===== config.mk =====
export PLATFORM = sky130hd
export DESIGN_NAME = cnn_kernel_sched
export DESIGN_NICKNAME = d
export VERILOG_FILES = /design/src/rtl/cnn_kernel_sched_pkg.sv /design/src/rtl/cnn_tag_delay.sv /design/src/rtl/cnn_kernel_sched.sv
export SDC_FILE = /design/constraint.sdc
export NUM_CORES = 1
export LEC_CHECK = 0
export ABC_CLOCK_PERIOD_IN_PS = 1600
export CAP_MARGIN = 20
export CORE_MARGIN = 5
export CORE_UTILIZATION = 49
export CTS_CLUSTER_SIZE = 10
export DETAILED_ROUTE_END_ITERATION = 7
export PLACE_DENSITY = 0.84
export SETUP_SLACK_MARGIN = 0.05
export SLEW_MARGIN = 20
export SYNTH_ARGS = -nofsm -noshare
export SYNTH_HDL_FRONTEND = slang
export SYNTH_SLANG_ARGS = --single-unit

===== constraint.sdc =====
create_clock -name clk -period 1.6 [get_ports clk]
set_input_delay 0.48 -clock clk [delete_from_list [all_inputs] [get_ports clk]]
set_output_delay 0.48 -clock clk [all_outputs]
set_load 0.02 [all_outputs]

===== src/rtl/cnn_kernel_sched_pkg.sv =====
`default_nettype none
// ============================================================================
//  Module   : cnn_kernel_sched_pkg
//  Purpose  : Shared CNN core defines for the kernel scheduler: default layer
//             geometry, kernel latency, derived coordinate widths and the
//             scheduler state encoding.
//  Ports    : none (package)
//  Revision : 1.0 - initial release
// ============================================================================
package cnn_kernel_sched_pkg;

    // Default layer geometry and kernel pipeline depth
    localparam int C_OX    = 4;
    localparam int C_OY    = 4;
    localparam int C_ICH   = 3;
    localparam int C_K_LAT = 2;

    // Counter width for a range of 'value' entries; never narrower than 1 bit
    // so a degenerate dimension of 1 still yields a legal vector.
    function automatic int clog2_min1(input int value);
        return (value < 2) ? 1 : $clog2(value);
    endfunction

    localparam int C_XW = clog2_min1(C_OX);
    localparam int C_YW = clog2_min1(C_OY);
    localparam int C_CW = clog2_min1(C_ICH);

    // Scheduler states
    typedef enum logic [2:0] {
        ST_IDLE  = 3'd0,
        ST_CLEAR = 3'd1,
        ST_RUN   = 3'd2,
        ST_DRAIN = 3'd3,
        ST_DONE  = 3'd4
    } sched_state_t;

endpackage
`default_nettype wire


===== src/rtl/cnn_tag_delay.sv =====
`default_nettype none
// ============================================================================
//  Module   : cnn_tag_delay
//  Purpose  : Fixed-depth shift line for side-band tags/valids that must stay
//             aligned with a pipelined datapath. Shifts every cycle; a flush
//             zeroes every stage on the next edge.
//  Ports    : clk      - clock, rising edge
//             reset    - asynchronous active-high reset
//             i_flush  - synchronous clear of all stages (wins over shifting)
//             i_data   - tag entering the line this cycle
//             o_data   - tag that entered DEPTH cycles ago
//  Revision : 1.0 - initial release
// ============================================================================
module cnn_tag_delay #(
    parameter int DEPTH = 2,
    parameter int BW    = 2
) (
    input  logic          clk,
    input  logic          reset,
    input  logic          i_flush,
    input  logic [BW-1:0] i_data,
    output logic [BW-1:0] o_data
);

    logic [BW-1:0] line_q [DEPTH];

    always_ff @(posedge clk or posedge reset) begin
        if (reset) begin
            for (int i = 0; i < DEPTH; i++) begin
                line_q[i] <= '0;
            end
        end else if (i_flush) begin
            for (int i = 0; i < DEPTH; i++) begin
                line_q[i] <= '0;
            end
        end else begin
            line_q[0] <= i_data;
            for (int i = 1; i < DEPTH; i++) begin
                line_q[i] <= line_q[i-1];
            end
        end
    end

    assign o_data = line_q[DEPTH-1];

endmodule
`default_nettype wire


===== src/rtl/cnn_kernel_sched.sv =====
`default_nettype none
// ============================================================================
//  Module   : cnn_kernel_sched
//  Purpose  : Sequencer for one KXxKY MAC kernel stage. Walks every (y, x, ch)
//             of a layer (ch innermost), issues one window-valid per point,
//             tracks returns from the kernel pipeline, tags first/last channel
//             aligned to the kernel output and pulses done once drained.
//  Ports    : clk, reset     - clock / asynchronous active-high reset
//             i_start        - start pulse, honoured only when idle
//             i_abort        - terminate current layer (any busy state)
//             i_stall        - back-pressure, blocks issue while running
//             i_ker_valid    - kernel result valid
//             o_soft_reset   - kernel/accumulator flush pulse
//             o_win_valid    - window issue strobe to the kernel
//             o_x/o_y/o_ch   - window coordinates, valid with o_win_valid
//             o_acc_first    - returning result belongs to channel 0
//             o_acc_last     - returning result belongs to channel ICH-1
//             o_busy         - any non-idle state
//             o_done         - one-cycle completion pulse
//             o_err          - sticky spurious-return flag
//  Revision : 1.0 - initial release
// ============================================================================
module cnn_kernel_sched
    import cnn_kernel_sched_pkg::*;
#(
    parameter int OX    = C_OX,
    parameter int OY    = C_OY,
    parameter int ICH   = C_ICH,
    parameter int K_LAT = C_K_LAT
) (
    input  logic                        clk,
    input  logic                        reset,
    input  logic                        i_start,
    input  logic                        i_abort,
    input  logic                        i_stall,
    input  logic                        i_ker_valid,
    output logic                        o_soft_reset,
    output logic                        o_win_valid,
    output logic [clog2_min1(OX)-1:0]   o_x,
    output logic [clog2_min1(OY)-1:0]   o_y,
    output logic [clog2_min1(ICH)-1:0]  o_ch,
    output logic                        o_acc_first,
    output logic                        o_acc_last,
    output logic                        o_busy,
    output logic                        o_done,
    output logic                        o_err
);

    localparam int XW = clog2_min1(OX);
    localparam int YW = clog2_min1(OY);
    localparam int CW = clog2_min1(ICH);
    localparam int N  = OX * OY * ICH;
    localparam int NW = $clog2(N + 1);

    sched_state_t  state_q;
    logic [XW-1:0] x_q;
    logic [YW-1:0] y_q;
    logic [CW-1:0] ch_q;
    logic [NW-1:0] iss_q;
    logic [NW-1:0] ret_q;
    logic          err_q;

    logic          w_abort;
    logic          w_issue;
    logic          w_ch_wrap;
    logic          w_x_wrap;
    logic          w_y_last;
    logic          w_last_issue;
    logic          w_ret_window;
    logic          w_spurious;
    logic          w_ret;
    logic          w_drained;
    logic          w_soft_reset;
    logic [1:0]    w_tag_in;
    logic [1:0]    w_tag_out;

    assign w_abort      = i_abort && (state_q != ST_IDLE);
    assign w_issue      = (state_q == ST_RUN) && !i_stall;
    assign w_ch_wrap    = (ch_q == CW'(ICH - 1));
    assign w_x_wrap     = (x_q  == XW'(OX - 1));
    assign w_y_last     = (y_q  == YW'(OY - 1));
    assign w_last_issue = w_issue && w_ch_wrap && w_x_wrap && w_y_last;

    // A return is legitimate only while something is outstanding; anything
    // else (including any return while idle) is flagged and not counted.
    assign w_ret_window = (state_q == ST_CLEAR) || (state_q == ST_RUN) ||
                          (state_q == ST_DRAIN);
    assign w_spurious   = i_ker_valid && ((state_q == ST_IDLE) || (ret_q == iss_q));
    assign w_ret        = i_ker_valid && w_ret_window && !w_spurious;

    // Drained counts a return arriving in this very cycle.
    assign w_drained    = (ret_q == NW'(N)) || (w_ret && (ret_q == NW'(N - 1)));

    // Flush on entry to CLEAR and on the abort transition cycle.
    assign w_soft_reset = (state_q == ST_CLEAR) || w_abort;

    always_ff @(posedge clk or posedge reset) begin
        if (reset) begin
            state_q <= ST_IDLE;
            x_q     <= '0;
            y_q     <= '0;
            ch_q    <= '0;
            iss_q   <= '0;
            ret_q   <= '0;
            err_q   <= 1'b0;
        end else begin
            if (w_abort) begin
                state_q <= ST_IDLE;
                x_q     <= '0;
                y_q     <= '0;
                ch_q    <= '0;
                iss_q   <= '0;
                ret_q   <= '0;
            end else begin
                case (state_q)
                    ST_IDLE: begin
                        if (i_start) begin
                            state_q <= ST_CLEAR;
                            x_q     <= '0;
                            y_q     <= '0;
                            ch_q    <= '0;
                            iss_q   <= '0;
                            ret_q   <= '0;
                        end
                    end
                    ST_CLEAR: state_q <= ST_RUN;
                    ST_RUN: begin
                        if (w_last_issue) begin
                            state_q <= ST_DRAIN;
                        end
                    end
                    ST_DRAIN: begin
                        if (w_drained) begin
                            state_q <= ST_DONE;
                        end
                    end
                    ST_DONE:  state_q <= ST_IDLE;
                    default:  state_q <= ST_IDLE;
                endcase

                // Window walk: ch innermost, then x, then y. y wraps after
                // the final issue so the counters rest at zero.
                if (w_issue) begin
                    if (w_ch_wrap) begin
                        ch_q <= '0;
                        if (w_x_wrap) begin
                            x_q <= '0;
                            y_q <= w_y_last ? '0 : y_q + YW'(1);
                        end else begin
                            x_q <= x_q + XW'(1);
                        end
                    end else begin
                        ch_q <= ch_q + CW'(1);
                    end
                    iss_q <= iss_q + NW'(1);
                end

                if (w_ret) begin
                    ret_q <= ret_q + NW'(1);
                end
            end

            // A new layer clears the sticky error; otherwise it only sets.
            if ((state_q == ST_IDLE) && i_start) begin
                err_q <= 1'b0;
            end else if (w_spurious) begin
                err_q <= 1'b1;
            end
        end
    end

    // Tag {first, last} rides alongside the kernel pipeline.
    assign w_tag_in = w_issue ? {(ch_q == '0), w_ch_wrap} : 2'b00;

    cnn_tag_delay #(
        .DEPTH (K_LAT),
        .BW    (2)
    ) u_tag_delay (
        .clk     (clk),
        .reset   (reset),
        .i_flush (w_soft_reset),
        .i_data  (w_tag_in),
        .o_data  (w_tag_out)
    );

    assign o_soft_reset = w_soft_reset;
    assign o_win_valid  = w_issue;
    assign o_x          = x_q;
    assign o_y          = y_q;
    assign o_ch         = ch_q;
    assign o_acc_first  = w_tag_out[1] && i_ker_valid;
    assign o_acc_last   = w_tag_out[0] && i_ker_valid;
    assign o_busy       = (state_q != ST_IDLE);
    assign o_done       = (state_q == ST_DONE);
    assign o_err        = err_q;

endmodule
`default_nettype wire

Word level (Yosys, flattened, before mapping)
Index checks and enable logic that the tools add are counted.
{"block": "word_totals", "register_bits": 26, "word_cells": 90}
{"block": "classes", "reduce_logical": 30, "eq_ne": 13, "muxes": 33, "n_addsub": 5}
{"op": "2-to-1 mux 2 bit", "count": 19}
{"op": "2-to-1 mux 6 bit", "count": 6}
{"op": "nonzero test 3 bit", "count": 5}
{"op": "adder 6 x 1 -> 6 bit, second input constant", "count": 2}
{"op": "== test 6 bit, second input constant", "count": 2}
{"op": "logical AND 1 bit", "count": 12}
{"op": "2-to-1 mux 3 bit", "count": 4}
{"op": "case mux 3 bit (4 select lines)", "count": 1}
{"op": "inequality test 3 bit, second input constant", "count": 3}
{"op": "adder 2 x 1 -> 2 bit, second input constant", "count": 3}
{"op": "== test 2 bit, second input constant", "count": 3}
{"op": "== test 3 x 2 -> 1 bit, second input constant", "count": 2}
{"op": "== test 6 bit", "count": 1}
{"op": "logical OR 1 bit", "count": 5}
{"op": "2-to-1 mux 4 bit", "count": 1}
{"op": "AND reduction 2 bit", "count": 2}
{"op": "== test 3 x 1 -> 1 bit, second input constant", "count": 1}
{"op": "== test 3 bit, second input constant", "count": 1}
{"op": "zero test 3 bit", "count": 1}
{"op": "AND reduction 3 bit", "count": 1}
{"op": "zero test 1 bit", "count": 2}
{"op": "zero test 2 bit", "count": 1}
{"op": "2-to-1 mux 1 bit", "count": 2}
{"op": "nonzero test 2 bit", "count": 1}

Logic depth before layout (Yosys ltp)
Gate-level depths: netlist (run 1).
{"block": "logic_depth", "word_depth": 10, "mapped_depth": 6, "mapped_depth_nobuf": 6}

By module
A second synthesis (run 1) with hierarchy kept.
{"block": "unflattened", "cells_unflattened": 152, "hier_area_um2": 1418.9}
{"mod": "cnn_kernel_sched", "seq_area_each_um2": 550.5, "n_inst": 1, "cells_each": 141, "area_each_um2": 1275.0}
{"mod": "cnn_tag_delay", "seq_area_each_um2": 100.1, "n_inst": 1, "cells_each": 11, "area_each_um2": 143.9}

Worst setup path before layout (run 1)
No wires, ideal clock.
{"block": "synth_timing", "kind": "flip-flop to flip-flop", "from": "register ret_q[1]", "to": "register state_q[0]", "period_less_slack_ns": 1.626, "path_buffers": 0, "required_time_ns": 1.472, "t_arrival_ns": 1.498, "setup_slack_ns": -0.026, "path_stages_with_launch": 7, "cell_sequence": "dfrtp_1 -> ha_1 -> nand3_2 -> or2_0 -> or3_4 -> o2111ai_1 -> a21oi_1"}
{"block": "synth_between", "elab_chain_cells": 9, "word_cells_on_any_way": 11, "classes_between": "eq/ne: 4; reduce/logical: 7"}
{"element": "start, declared", "line": "cnn_kernel_sched.sv:60", "rtl": "logic [NW-1:0] ret_q;"}
{"element": "start signal, assigned", "line": "cnn_kernel_sched.sv:159", "rtl": "ret_q <= ret_q + NW'(1);"}
{"element": "== test 6 bit", "line": "cnn_kernel_sched.sv:88", "rtl": "assign w_spurious = i_ker_valid && ((state_q == ST_IDLE) || (ret_q == iss_q));"}
{"element": "logical OR 1 bit", "line": "cnn_kernel_sched.sv:88"}
{"element": "logical AND 1 bit", "line": "cnn_kernel_sched.sv:88"}
{"element": "zero test 1 bit", "line": "cnn_kernel_sched.sv:89", "rtl": "assign w_ret = i_ker_valid && w_ret_window && !w_spurious;"}
{"element": "logical AND 1 bit", "line": "cnn_kernel_sched.sv:89"}
{"element": "logical AND 1 bit", "line": "cnn_kernel_sched.sv:92", "rtl": "assign w_drained = (ret_q == NW'(N)) || (w_ret && (ret_q == NW'(N - 1)));"}
{"element": "logical OR 1 bit *", "line": "cnn_kernel_sched.sv:92"}
{"element": "inequality test 3 bit (no line) *"}
{"element": "AND reduction 3 bit (no line) *"}
{"element": "end signal, assigned", "line": "cnn_kernel_sched.sv:99", "rtl": "state_q <= ST_IDLE;"}
{"element": "end signal, assigned", "line": "cnn_kernel_sched.sv:108", "rtl": "state_q <= ST_IDLE;"}
{"element": "end signal, assigned", "line": "cnn_kernel_sched.sv:118", "rtl": "state_q <= ST_CLEAR;"}
{"element": "end, declared", "line": "cnn_kernel_sched.sv:55", "rtl": "sched_state_t state_q;"}
Every way passes the cells marked *; elsewhere a longest branch is shown, timed or not.
A chain may end at the register's enable or synchronous reset.

Worst setup path after layout (run 1)
{"block": "layout_timing", "from": "register state_q[2]", "to": "output o_soft_reset"}
{"block": "layout_between", "elab_chain_cells": 3, "word_cells_on_any_way": 4, "classes_between": "eq/ne: 1; reduce/logical: 3"}
{"element": "nonzero test 3 bit", "line": "cnn_kernel_sched.sv:77", "rtl": "assign w_abort = i_abort && (state_q != ST_IDLE);"}
{"element": "logical AND 1 bit", "line": "cnn_kernel_sched.sv:77"}
{"element": "logical OR 1 bit *", "line": "cnn_kernel_sched.sv:95", "rtl": "assign w_soft_reset = (state_q == ST_CLEAR) || w_abort;"}
{"element": "end, declared", "line": "cnn_kernel_sched.sv:37", "rtl": "output logic o_soft_reset,"}
Marks and branches as above.

==> flow_summary.yaml, run 1 <==
sta:
  max_freq_ghz: 0.510
  finalCritPeriodShare: 1.22
  finalHoldViolations: 0
  clock-skew-final_ns: 0.00384
  worst_slack_ns: -0.360
  worstMarginPinSlew_ns: 0.351
  layout_min_cycle_time_ns: 1.96
  relSlewSlack: 0.766
  final_max_slew_viol_count: 0
  rsz0062_at_grt: "true"
  finalSetupViolCount: 26
worst_setup_path:
  cp.required_ns: 1.12
  reg2reg_slack_ns: -0.31
  path_max_fanout: 3
  reg2reg_from: "state_q[2]"
  endpoint_kind: "output pin"
  worstSetupStartpointType: "register"
  crit_type: "reg2out"
  r2r-end: "ret_q[4]"
  arrival_ns: 1.48
  r2r_cells: 10
drt:
  vias_per_cell: 6.13
  drt-initial-drc-count: 187
  wire_per_inst_microns: 21.6
  wirelength_mm: 5.60
  antenna_left: 0
  drc_errors: 0
  first_pass_iters: 4
  vias: 1587
yosys:
  synthFlopType: "dfrtp_1"
  synth_edf_count: 0
  netlist.area_leader.share: 0.446
  async_flop_share: 1.00
  yosysMostFrequentCell: "dfrtp_1"
  synth.distinct_cells: 46
  synth_top_cell_by_area: "dfrtp_1"
  seq_area_frac_synth: 0.446
  yosys-top-cells-count: "dfrtp_1 (26), nand2_1 (16), nor2_1 (16)"
  synth_area_leaders: "dfrtp_1 (45%), ha_1 (4.3%), nand2_1 (4.1%)"
  synthesis.area_sq_um: 1460
  netlist_instances: 153
  synth_seq_cells: 26
  syn-num-nets: 164
  avgSynthCellArea_sq_um: 9.54
  yosysWarnings: 0
die:
  die-area_sq_um: 4170
  core_area_sq_um: 2810
  die_y_microns: 64.6
  io_pins: 19
  die-width_microns: 64.6
  initial_core_util: 0.521
  num_rows: 19
final_layout:
  antenna_cells: 0
  drive_gt1_frac: 0.531
  finalNonFillerCells: 259
  area_growth_pct: 60.8
  final_net_count: 240
global_routing:
  grt_pass1_wl_mm: 7.51
  grt.total_usage: 0.235
  grt_pass1_vias: 1497
  grt_overflow: 0
  grt_max_degree: 27
  antenna_found_initial: 0
clock_network:
  ctsLongestPathBuffers: 2
  cts_tree: "built"
  cts_buffers: 3
  root_buffer: "clkbuf_4"
  path_clk_slew_ns: 0.16
  htreeDepth: 1
  insertion_delay_ns: 0.34
  cts_sinks: 26
placed_design:
  post-place-cells: 228
  io_buffer_count: 18
  place.gp.congestion: 0.907
  place_hpwl_mm: 2.59
job:
  cap_violations: 0
power_and_ir_drop:
  power_mw: 1.77
  ir_drop_mv: 0.461
  leakage_nw: 1.14
  powerDensity_nw_per_um2: 752
status:
  violations: "negative setup slack"
  status: "finished with violations"
min_path:
  hold_path.class: "in2async"
layer usage:
metal / vias up / GRT usage / wire, microns
met3: 38 / 0.0363 / 418
met4: 0 / 0.0923 / 357
met1: 758 / 0.306 / 2170
met5: - / 0 / 0
met2: 108 / 0.393 / 2650
li1: 683 / - / -
where the power goes:
part           switching (mW)  internal (mW)  total, mW
combinational           0.295          0.273      0.568
sequential             0.0365          0.681      0.718
clock                   0.227          0.254      0.481
total                   0.559           1.21       1.77
cells by family after synthesis:
group                    share of synthesized area
AO/OA/AOI/OAI                                0.152
XOR/XNOR                                    0.0540
adder cells (fa/ha/maj)                     0.0428
buffers and inverters                       0.0308
flip-flops                                   0.446
multiplexers                                0.0214
AND/OR/NAND/NOR                              0.254
how the worst max path moves through the flow:
| stage | to | from | slack (ns) | cells past startpoint |
|---|---|---|---|---|
| floorplan | state_q[0] | ret_q[1] | -0.03 | 6 |
| global placement | o_win_valid | i_stall | -0.80 | 3 |
| detailed placement | o_win_valid | i_stall | -0.80 | 3 |
| CTS | o_win_valid | state_q[2] | -0.27 | 3 |
| global route | o_soft_reset | state_q[1] | -0.43 | 4 |
| finish | o_soft_reset | state_q[2] | -0.36 | 4 |
per-stage QoR:
stage | hold WS, ns | instance area, sq um | setup TNS [ns] | utilization | setup slack (ns)
after floorplan | 0.428 | 1470 | -0.0453 | - | -0.0261
after global placement | 0.442 | 1890 | -10.30 | 0.675 | -0.795
after detailed placement | 0.446 | 1890 | -11.51 | 0.675 | -0.796
after CTS | 0.480 | 2250 | -2.43 | 0.801 | -0.271
after global routing | 0.491 | 2350 | -5.51 | 0.837 | -0.432
final | 0.482 | 2350 | -4.49 | 0.837 | -0.360
cell type report:
| type | count | area, sq um |
|---|---|---|
| Tap cell | 31 | 38.8 |
| Clock buffer | 3 | 22.5 |
| Multi-Input combinational cell | 117 | 967 |
| Fill cell | 118 | 457 |
| Timing Repair Buffer | 76 | 616 |
| Clock inverter | 1 | 30.0 |
| Sequential cell | 26 | 656 |
| Inverter | 5 | 18.8 |
what timing repair did:
item	in CTS	in global routing
pin swaps	31	13
cloned	0	0
gates resized for setup	99	28
endpoints found under the setup margin	34	37
hold buffers	0	0
setup buffers	18	11
layout by cell type (no fill, tap or decap), types with 3 or more instances in the layout:
cell / instances
buf_2: 5
nand3_1: 3
nor2_1: 12
nand2_1: 14
a21oi_2: 4
a21o_1: 4
o21ai_2: 4
dlygate4sd2_1: 3
ha_1: 4
dfrtp_1: 22
xor2_1: 3
nor2_4: 3
clkbuf_2: 3
dfrtp_2: 4
buf_6: 15
inv_1: 4
o21ai_1: 7
xnor2_1: 4
clkbuf_4: 3
a22o_1: 3
and2_1: 3
a21oi_1: 3
buf_4: 48
registers in the layout (all words and copies together) (netlist names):
name,cells
state_q,3
o_x,2
o_ch,2
u_tag_delay.o_data,2
iss_q,6
o_y,2
o_err,1
ret_q,6
u_tag_delay.line_q,2
worst max-delay path: stages (launching register included):
cell     delay (ns)
dfrtp_2        0.47
nor2_4         0.14
mux2i_2        0.28
inv_1          0.08
buf_2          0.17
No activity file was read; power rests on OpenSTA's default activity.
==> inputs of run 2 (changes only) <==
CORE_ASPECT_RATIO = 0.9   (was default)
==> flow_summary.yaml, run 2 (synthesis gave the netlist of run 1 again) <==
die:
  die_y_microns: 61.8
  num_rows: 18
  initial_core_util: 0.523
  io_pins: 19
  die-area_sq_um: 4170
  core_area_sq_um: 2790
  die-width_microns: 67.5
job:
  cap_violations: 0
global_routing:
  antenna_found_initial: 0
  grt_overflow: 0
  grt_max_degree: 27
  grt.total_usage: 0.236
  grt_pass1_vias: 1466
  grt_pass1_wl_mm: 7.07
final_layout:
  antenna_cells: 0
  seq_area_sq_um: 657
  final_common_cell: "buf_4"
  drive_gt1_frac: 0.488
  finalNonFillerCells: 257
  multiInputGateArea_sq_um: 928
  final_net_count: 229
  area_growth_pct: 51.6
  mostFrequentLayoutCells: "buf_4 (41), dfrtp_1 (21), nand2_1 (16), nor2_1 (11), buf_6 (9)"
  num-fill-cells: 167
  reg.largest.list: "iss_q: 6 flops, ret_q: 6 flops, state_q: 3 flops"
status:
  status: "finished with violations"
  violations: "negative setup slack"
clock_network:
  path_clk_slew_ns: 0.15
  htreeDepth: 1
  cts_hold_buf: 0
  insertion_delay_ns: 0.36
  cts_buffers: 3
  root_buffer: "clkbuf_4"
  ctsLongestPathBuffers: 2
  cts_tree: "built"
  cts_sinks: 26
drt:
  first_pass_iters: 7
  antenna_left: 0
  drc_errors: 0
  vias_per_cell: 6.18
  vias: 1589
  wirelength_mm: 5.31
  drt-initial-drc-count: 152
  wire_per_inst_microns: 20.7
worst_setup_path:
  critPathBufInv: 2
  slowest_stage: "dfrtp_2"
  cp.required_ns: 1.12
  cpLargestDelayFamily: "flip-flops"
  max_stage_delay_ns: 0.49
  worstSetupStartpointType: "register"
  arrival_ns: 1.52
  path_max_fanout: 5
  crit_type: "reg2out"
  path_cells: "nor2_2, mux2i_1, inv_1, buf_2"
  endpoint_kind: "output pin"
sta:
  final_max_slew_viol_count: 0
  layout_min_cycle_time_ns: 2.00
  clock-skew-final_ns: 0.00994
  rsz0062_at_grt: "true"
  worstMarginPinSlew_ns: 0.365
  finalCritPeriodShare: 1.25
  finalSetupViolCount: 26
  max_freq_ghz: 0.500
  relSlewSlack: 0.756
  finalHoldViolations: 0
  holdWs_ns: 0.451
  worst_slack_ns: -0.402
placed_design:
  post-place-cells: 232
  place.gp.congestion: 0.839
  io_buffer_count: 18
  dp_slack_ns: -0.829
  place_hpwl_mm: 2.91
min_path:
  hold_path.class: "in2async"
power_and_ir_drop:
  powerDensity_nw_per_um2: 769
  leakage_nw: 1.06
  ir_drop_mv: 0.558
==> run 2: cell types whose count changed in the layout (fill, tap and decap cells not counted), sizes merged <==
cell,previous run,this run
clkbuf,6,7
clkdlybuf4s50,2,3
dlygate4sd2,3,2
buf,68,56
==> run 2: repair_timing <==
| action | CTS | global route |
|---|---|---|
| gates resized for setup | 83 | 24 |
| pin swaps | 12 | 16 |
| setup buffers | 9 | 12 |
| endpoints found under the setup margin | 36 | 33 |
==> run 2: area by class of cell <==
| cell class | instances | area share |
|---|---|---|
| multi-input cells | 117 | 0.419 |
| flip-flops and latches | 26 | 0.297 |
| repair buffers | 65 | 0.229 |
| well taps | 40 | 0.0226 |
| clock inverters | 1 | 0.0136 |
| clock buffers | 3 | 0.0102 |
| inverters | 5 | 0.00848 |
==> run 2: stage by stage <==
stage | setup TNS, ns | power, mW | area (sq um) | utilization
after floorplan | -0.0453 | 0.901 | 1470 | -
after global placement | -10.42 | 1.07 | 1870 | 0.668
after detailed placement | -11.67 | 1.09 | 1870 | 0.668
after CTS | -1.58 | 1.62 | 2090 | 0.749
after global routing | -5.22 | 1.76 | 2210 | 0.793
final | -4.33 | 1.70 | 2210 | 0.793
==> run 2: worst paths after layout <==
path	start	to	slack, ns	cells after the start
min reg2reg	u_tag_delay.line_q[2]	u_tag_delay.o_data[0]	0.52	1
min	reset	u_tag_delay.line_q[3]	0.45	3
max in group asynchronous	reset	ret_q[4]	0.86	3
max reg2reg	state_q[2]	state_q[2]	-0.30	6
max	state_q[2]	o_soft_reset	-0.40	4
min in group clk	u_tag_delay.line_q[2]	u_tag_delay.o_data[0]	0.52	1
==> run 2: tightest hold or removal path, stage by stage <==
cell and delay (ns):
clkdlybuf4s50_1 0.39, inv_1 0.05, buf_4 0.31
==> run 2: power breakdown <==
group | switching [mW] | internal, mW | leakage [nW]
registers | 0.0354 | 0.681 | 0.350
logic | 0.267 | 0.240 | 0.686
clock network | 0.224 | 0.254 | 0.0279
total | 0.527 | 1.18 | 1.06
==> run 2: per-layer routing <==
metal / vias up / GRT usage / part of all wire
met3: 46 / 0.0594 / 0.083
met5: - / 0 / 0
met2: 107 / 0.430 / 0.48
li1: 664 / - / -
met4: 0 / 0.107 / 0.064
met1: 772 / 0.260 / 0.37
